===== config.mk =====
export PLATFORM = sky130hd
export DESIGN_NAME = ioctl_rom_loader
export DESIGN_NICKNAME = d
export VERILOG_FILES = /design/src/rtl/ioctl_rom_loader.sv
export SDC_FILE = /design/constraint.sdc
export NUM_CORES = 1
export LEC_CHECK = 0
export ABC_AREA = 1
export CAP_MARGIN = 20
export CORE_MARGIN = 8
export CORE_UTILIZATION = 45
export DETAILED_ROUTE_END_ITERATION = 7
export GPL_TIMING_DRIVEN = 0
export HOLD_SLACK_MARGIN = 0.12
export PLACE_DENSITY = 0.82
export SYNTH_ARGS = -nofsm -noshare
export SYNTH_HDL_FRONTEND = slang
export SYNTH_SLANG_ARGS = --single-unit

===== constraint.sdc =====
create_clock -name i_EMU_MCLK -period 2.47 [get_ports i_EMU_MCLK]
set_input_delay 0.247 -clock i_EMU_MCLK [delete_from_list [all_inputs] [get_ports i_EMU_MCLK]]
set_output_delay 0.247 -clock i_EMU_MCLK [all_outputs]
set_load 0.05 [all_outputs]

===== src/rtl/ioctl_rom_loader.sv =====
// ioctl_rom_loader: packs HPS ioctl ROM bytes into 16-bit SDRAM writes and captures DIP bytes.
module ioctl_rom_loader #(
  parameter logic [15:0] ROM_INDEX   = 16'd0,
  parameter logic [15:0] DIP_INDEX   = 16'd254,
  parameter logic [26:0] MAX_BYTES   = 27'h0200000,
  parameter logic [23:0] DIP_DEFAULT = 24'hFFFFFF
) (
  input  logic        i_EMU_MCLK,
  input  logic        i_EMU_RST_n,
  input  logic [15:0] i_IOCTL_INDEX,
  input  logic        i_IOCTL_DOWNLOAD,
  input  logic [26:0] i_IOCTL_ADDR,
  input  logic [7:0]  i_IOCTL_DATA,
  input  logic        i_IOCTL_WR,
  output logic        o_IOCTL_WAIT,
  output logic        o_SDRAM_REQ,
  output logic [25:0] o_SDRAM_ADDR,
  output logic [15:0] o_SDRAM_DATA,
  input  logic        i_SDRAM_ACK,
  output logic [23:0] o_DIPSW,
  output logic        o_ROM_LOADED,
  output logic        o_LOAD_DONE,
  output logic        o_OVERRUN
);
  typedef enum logic [2:0] {IDLE, COLLECT, REQ, FLUSH, DONE} state_t;
  state_t      r_state;
  logic        r_dl_d, r_start_pend, r_pend, r_flushing, r_req, r_loaded, r_done, r_ovr;
  logic [7:0]  r_low;
  logic [25:0] r_low_addr, r_addr;
  logic [15:0] r_data;
  logic [23:0] r_dip;
  logic        w_rom_rise, w_rom_wr, w_dip_wr;
  assign w_rom_rise = i_IOCTL_DOWNLOAD & ~r_dl_d & (i_IOCTL_INDEX == ROM_INDEX);
  assign w_rom_wr   = i_IOCTL_WR & i_IOCTL_DOWNLOAD & (i_IOCTL_INDEX == ROM_INDEX) & (i_IOCTL_ADDR < MAX_BYTES);
  assign w_dip_wr   = i_IOCTL_WR & i_IOCTL_DOWNLOAD & (i_IOCTL_INDEX == DIP_INDEX) & (i_IOCTL_ADDR < 27'd3);
  assign o_IOCTL_WAIT = r_req;
  assign o_SDRAM_REQ  = r_req;
  assign o_SDRAM_ADDR = r_addr;
  assign o_SDRAM_DATA = r_data;
  assign o_DIPSW      = r_dip;
  assign o_ROM_LOADED = r_loaded;
  assign o_LOAD_DONE  = r_done;
  assign o_OVERRUN    = r_ovr;
  always_ff @(posedge i_EMU_MCLK or negedge i_EMU_RST_n) begin
    if (!i_EMU_RST_n) begin
      r_state      <= IDLE;
      r_dl_d       <= 1'b0;
      r_start_pend <= 1'b0;
      r_pend       <= 1'b0;
      r_flushing   <= 1'b0;
      r_req        <= 1'b0;
      r_loaded     <= 1'b0;
      r_done       <= 1'b0;
      r_ovr        <= 1'b0;
      r_low        <= 8'h00;
      r_low_addr   <= 26'd0;
      r_addr       <= 26'd0;
      r_data       <= 16'h0000;
      r_dip        <= DIP_DEFAULT;
    end else begin
      r_dl_d <= i_IOCTL_DOWNLOAD;
      r_done <= 1'b0;
      if (w_dip_wr) r_dip[{i_IOCTL_ADDR[1:0], 3'b000} +: 8] <= i_IOCTL_DATA;
      // a start seen while finishing the previous load is replayed from IDLE
      if (w_rom_rise && r_state != IDLE) r_start_pend <= 1'b1;
      case (r_state)
        IDLE: if (w_rom_rise || r_start_pend) begin
          r_state      <= COLLECT;
          r_loaded     <= 1'b0;
          r_ovr        <= 1'b0;
          r_pend       <= 1'b0;
          r_start_pend <= 1'b0;
        end
        COLLECT: if (w_rom_wr && !i_IOCTL_ADDR[0]) begin
          r_low      <= i_IOCTL_DATA;
          r_low_addr <= i_IOCTL_ADDR[26:1];
          r_pend     <= 1'b1;
        end else if (w_rom_wr) begin
          r_addr     <= i_IOCTL_ADDR[26:1];
          r_data     <= {i_IOCTL_DATA, r_pend ? r_low : 8'hFF};
          r_req      <= 1'b1;
          r_pend     <= 1'b0;
          r_flushing <= 1'b0;
          r_state    <= REQ;
        end else if (!i_IOCTL_DOWNLOAD) r_state <= FLUSH;
        REQ: begin
          if (w_rom_wr) r_ovr <= 1'b1;
          if (i_SDRAM_ACK) begin
            r_req   <= 1'b0;
            r_state <= (r_flushing || !i_IOCTL_DOWNLOAD) ? FLUSH : COLLECT;
          end
        end
        FLUSH: if (r_pend) begin
          r_addr     <= r_low_addr;
          r_data     <= {8'hFF, r_low};
          r_req      <= 1'b1;
          r_pend     <= 1'b0;
          r_flushing <= 1'b1;
          r_state    <= REQ;
        end else r_state <= DONE;
        DONE: begin
          r_done   <= 1'b1;
          r_loaded <= 1'b1;
          r_state  <= IDLE;
        end
        default: r_state <= IDLE;
      endcase
    end
  end
endmodule


==> summary.md, run 1 <==
| Metric | Value |
|---|---|
| Share of the synthesized area in the top cell type | `0.429` |
| Net Sw Frac | `0.436` |
| Die Ht | `~120 um` |
| Worst setup path category | `in2reg` |
| CTS resizes | `0` |
| Routability cong. | `between 0.8 and 0.9` |
| Placeable Area | `0.0112 mm^2` |
| Pin count of the biggest net entering global routing | `66` |
| First-pass GRT wire length | `23600 um` |
| Slowest CP cell | `nor3_1` |
| Reg-to-Reg End | `o_SDRAM_ADDR[24]$_DFFE_PN0P_` |
| CP required | `between 2000 and 3000 ps` |
| RSZ-0062 raised after global routing | `false` |
| Clk buf depth | `2` |
| Mapped Area | `0.00508 mm^2` |
| Remaining antenna violation count | `0` |
| CP cell instances | `clkdlybuf4s50_1 > inv_1 > ha_1 > clkinv_1 > nor3_1 > nand2_1 > o21ai_2` |
| Most common flop cell mapped by yosys | `dfrtp_1` |
| Worst Hold Path Cells | `1` |
| M1 WL | `6170 um` |
| Initial Utilization | `0.453` |
| Mapped Cells | `616` |
| Worst Hold End | `r_dl_d$_DFF_PN0_` |
| Io pins | `127` |
| Largest area contributor in the netlist | `dfrtp_1` |
| Final non-filler cell total | `903` |
| Sequential-to-total area share from yosys stat | `0.553` |
| Syn_area_per_cell | `8.25 um^2` |
| Drt pass-1 iters | `5` |
| Placed cell count | `886` |
| Fin crit share | `0.915` |
| Leakage | `3.12 nW` |
| DRC violations left | `0` |
| Cell Pwr Density | `1130 mW/mm^2` |
| Post-synth ARST share | `1.00` |
| Root buf cell | `clkbuf_16` |
| Count leader, synth | `nand2_1` |
| Synth unique cells | `28` |
| CTS tree | `yes` |
| R2r setup slk | `570 ps` |
| Worst-case reg-to-reg path depth | `8` |
| Mapped Nets | `676` |
| Commonest cells in the netlist | `218 x nand2_1, 87 x dfrtp_1, 64 x nor2_1, 48 x o21ai_0, 43 x inv_1` |
| CTS Buf Count | `9` |
| Syn. warnings | `0` |
| RR Startpoint | `r_state[2]$_DFFE_PN0P_` |
| Max-Cap Viols | `0` |
| H-tree depth | `3` |
| CP max FO | `9` |
| Outcome | `finished clean` |
| Reg power frac | `0.318` |
| Logic pwr share | `0.480` |
| Hold Path Class | `in2reg` |
| Hold_ws | `472 ps` |
| CP Launch Type | `input pin` |
| Worst slew pin tran | `899 ps` |
| Tot GR Track Use | `0.200` |
| Clock transition at the registers of the reported paths | `70 ps` |
| Ranking of synthesized cells by area | `dfrtp_1 43%, nand2_1 16%, dfstp_2 12%, o21ai_0 4.7%, nor2_1 4.7%` |
| Relative slew slack | `0.396` |
| Clk Latency, worst-skew pair | `340 ps` |
| Drt via density | `5.15` |
| Clock power frac | `0.203` |
| Vias post-DR | `4649` |
| Worst IR drop on VDD | `about 0.00074 V` |
| Final nets | `815` |
| Die width | `122 um` |
| Net Sw Power | `3.37 mW` |
| Post-synth EDFFs | `0` |
| CP Capture Type | `register` |
| Clk sink count | `roughly 110` |
| Final Hold Fails | `0` |
| Crit path time final | `between 2000 and 2500 ps` |
| Vias in the first global route | `4713` |
| Max Clock Skew | `9.77 ps` |
| Initial drt markers | `305` |
| TNS Setup | `0 ps` |
| Area Overhead vs Synth | `35.4%` |
| Detail Placement HPWL | `11200 um` |
| WL met2 | `6750 um` |
| Die area | `roughly 0.015 mm^2` |
| Int Power | `4.37 mW` |
| Port Buffers | `126` |
| Ant diodes | `0` |
| Crit path arrival time | `2540 ps` |
| Max Used Layer | `met4` |
| Seq cells post-synth | `about 110` |
| DR WL/cell | `16.1 um` |
| Final instance area | `0.00688 mm^2` |
| PnR Total Power | `approximately 7.7 mW` |
| Layout cell share with drive strength beyond 1 | `0.105` |
| Rows | `39` |
| Setup violators final | `0` |
| GRT overflow | `0` |
| Met3 routed WL | `1250 um` |
| Crit path largest cell delay | `roughly 740 ps` |
| Dpl cell area | `0.00655 mm^2` |
| HP Start | `i_IOCTL_DOWNLOAD` |
| Fmax | `443 MHz` |
| Routed wire length | `between 10000 and 15000 um` |
| Fin. max-slew vios | `0` |
| Initial antenna violation count | `0` |
==> cell type report <==
cell class	instances	area [um^2]
Sequential cell	111	2810
Tap cell	143	179
Fill cell	992	4340
Buffer	25	151
Clock inverter	4	77.6
Clock buffer	12	246
Timing Repair Buffer	128	1300
Inverter	45	169
Multi-Input combinational cell	435	1950
==> state kept, by name, indices dropped and copies added (netlist names), 3 cells and up <==
register	cells
o_DIPSW	24
o_SDRAM_ADDR	26
o_SDRAM_DATA	16
r_low	8
r_low_addr	26
r_state	3
==> timing repair <==
item                                   4_1_cts  5_1_grt
hold buffers                                 1        0
endpoints found under the hold margin       59        0
setup buffers                                0        0
==> logic make-up (layout without fill, tap and decap cells) <==
group | count (synthesis) | after routing | synth area share
buf+inv | 70 | 214 | 0.0631
simple gates | 315 | 315 | 0.250
compound gates | 116 | 116 | 0.124
flops | 111 | 111 | 0.553
fa+ha+maj | 4 | 4 | 0.00985
==> cells in the final DEF, fill, tap and decap left out, types with 4 or more instances in the layout <==
| master | instances |
|---|---|
| inv_1 | 43 |
| a21oi_1 | 13 |
| clkbuf_1 | 10 |
| o21ai_1 | 41 |
| nor3_1 | 4 |
| nand3_1 | 11 |
| buf_6 | 5 |
| o21ai_2 | 12 |
| nand2_1 | 218 |
| nor2_2 | 5 |
| dfstp_2 | 24 |
| ha_1 | 4 |
| o21ai_0 | 48 |
| clkdlybuf4s50_1 | 125 |
| buf_2 | 10 |
| dfrtp_1 | 87 |
| nand4_1 | 4 |
| clkbuf_16 | 9 |
| nor2_1 | 64 |
==> critical path, delay by kind of cell <==
family | cells | cell delay [ps]
adders and majority gates | 1 | 200
buffers and inverters | 3 | 950
and+or+nand+nor | 2 | 960
AOI/OAI and AO/OA | 1 | 180
==> power by group through the flow <==
stage          clock network (mW)  registers [mW]  logic [mW]
4_1_cts                      1.60            2.46        3.75
3_5_place_dp                    0            2.49        3.74
6_report                     1.57            2.46        3.71
5_1_grt                      1.67            2.50        3.98
3_3_place_gp                    0            2.47        3.67
2_1_floorplan                   0            3.72        1.20
==> layer usage <==
metal  vias up  track usage
met5         -            0
met4         0       0.0777
met3        31       0.0621
met2       155        0.319
met1      2234        0.251
li1       2229            -
==> worst max-delay path by stage <==
stage                         start                          to  slack (ps)  cells after the start
finish              i_IOCTL_ADDR[0]      o_DIPSW[6]$_DFFE_PN1P_         210                      7
detailed placement  i_IOCTL_ADDR[0]      o_DIPSW[7]$_DFFE_PN1P_         -60                      7
global placement        i_EMU_RST_n  r_low_addr[13]$_DFFE_PN0P_       -2870                      1
global route        i_IOCTL_ADDR[0]      o_DIPSW[6]$_DFFE_PN1P_          10                      7
floorplan           i_IOCTL_ADDR[0]      o_DIPSW[0]$_DFFE_PN1P_         930                      6
CTS                 i_IOCTL_ADDR[0]      o_DIPSW[6]$_DFFE_PN1P_         320                      7
==> through the flow <==
step / util / setup slack (ps)
floorplan: - / 925
global placement: 0.581 / -2870
detailed placement: 0.583 / -58.2
CTS: 0.613 / 323
global route: 0.613 / 9.76
finish: 0.613 / 210
Power figures use the tool's default switching activity.
==> run 2, diff against run 1 <==
SKIP_LAST_GASP = 1   (was not set)
clock period = 2.7 ns   (was 2.47 ns; I/O delays follow)
==> results of run 2 <==
Same layout as run 1 (identical final DEF). Status: finished clean.
Among the figures that moved: setup slack after placement -58.2 ps -> 149 ps; setup slack after layout 210 ps -> 417 ps; register-to-register setup slack 570 ps -> 800 ps; end point of the worst hold path r_dl_d$_DFF_PN0_ -> o_DIPSW[15]$_DFFE_PN1P_; total power 7.75 mW -> 7.09 mW; worst IR drop on VDD 0.000739 V -> 0.000676 V
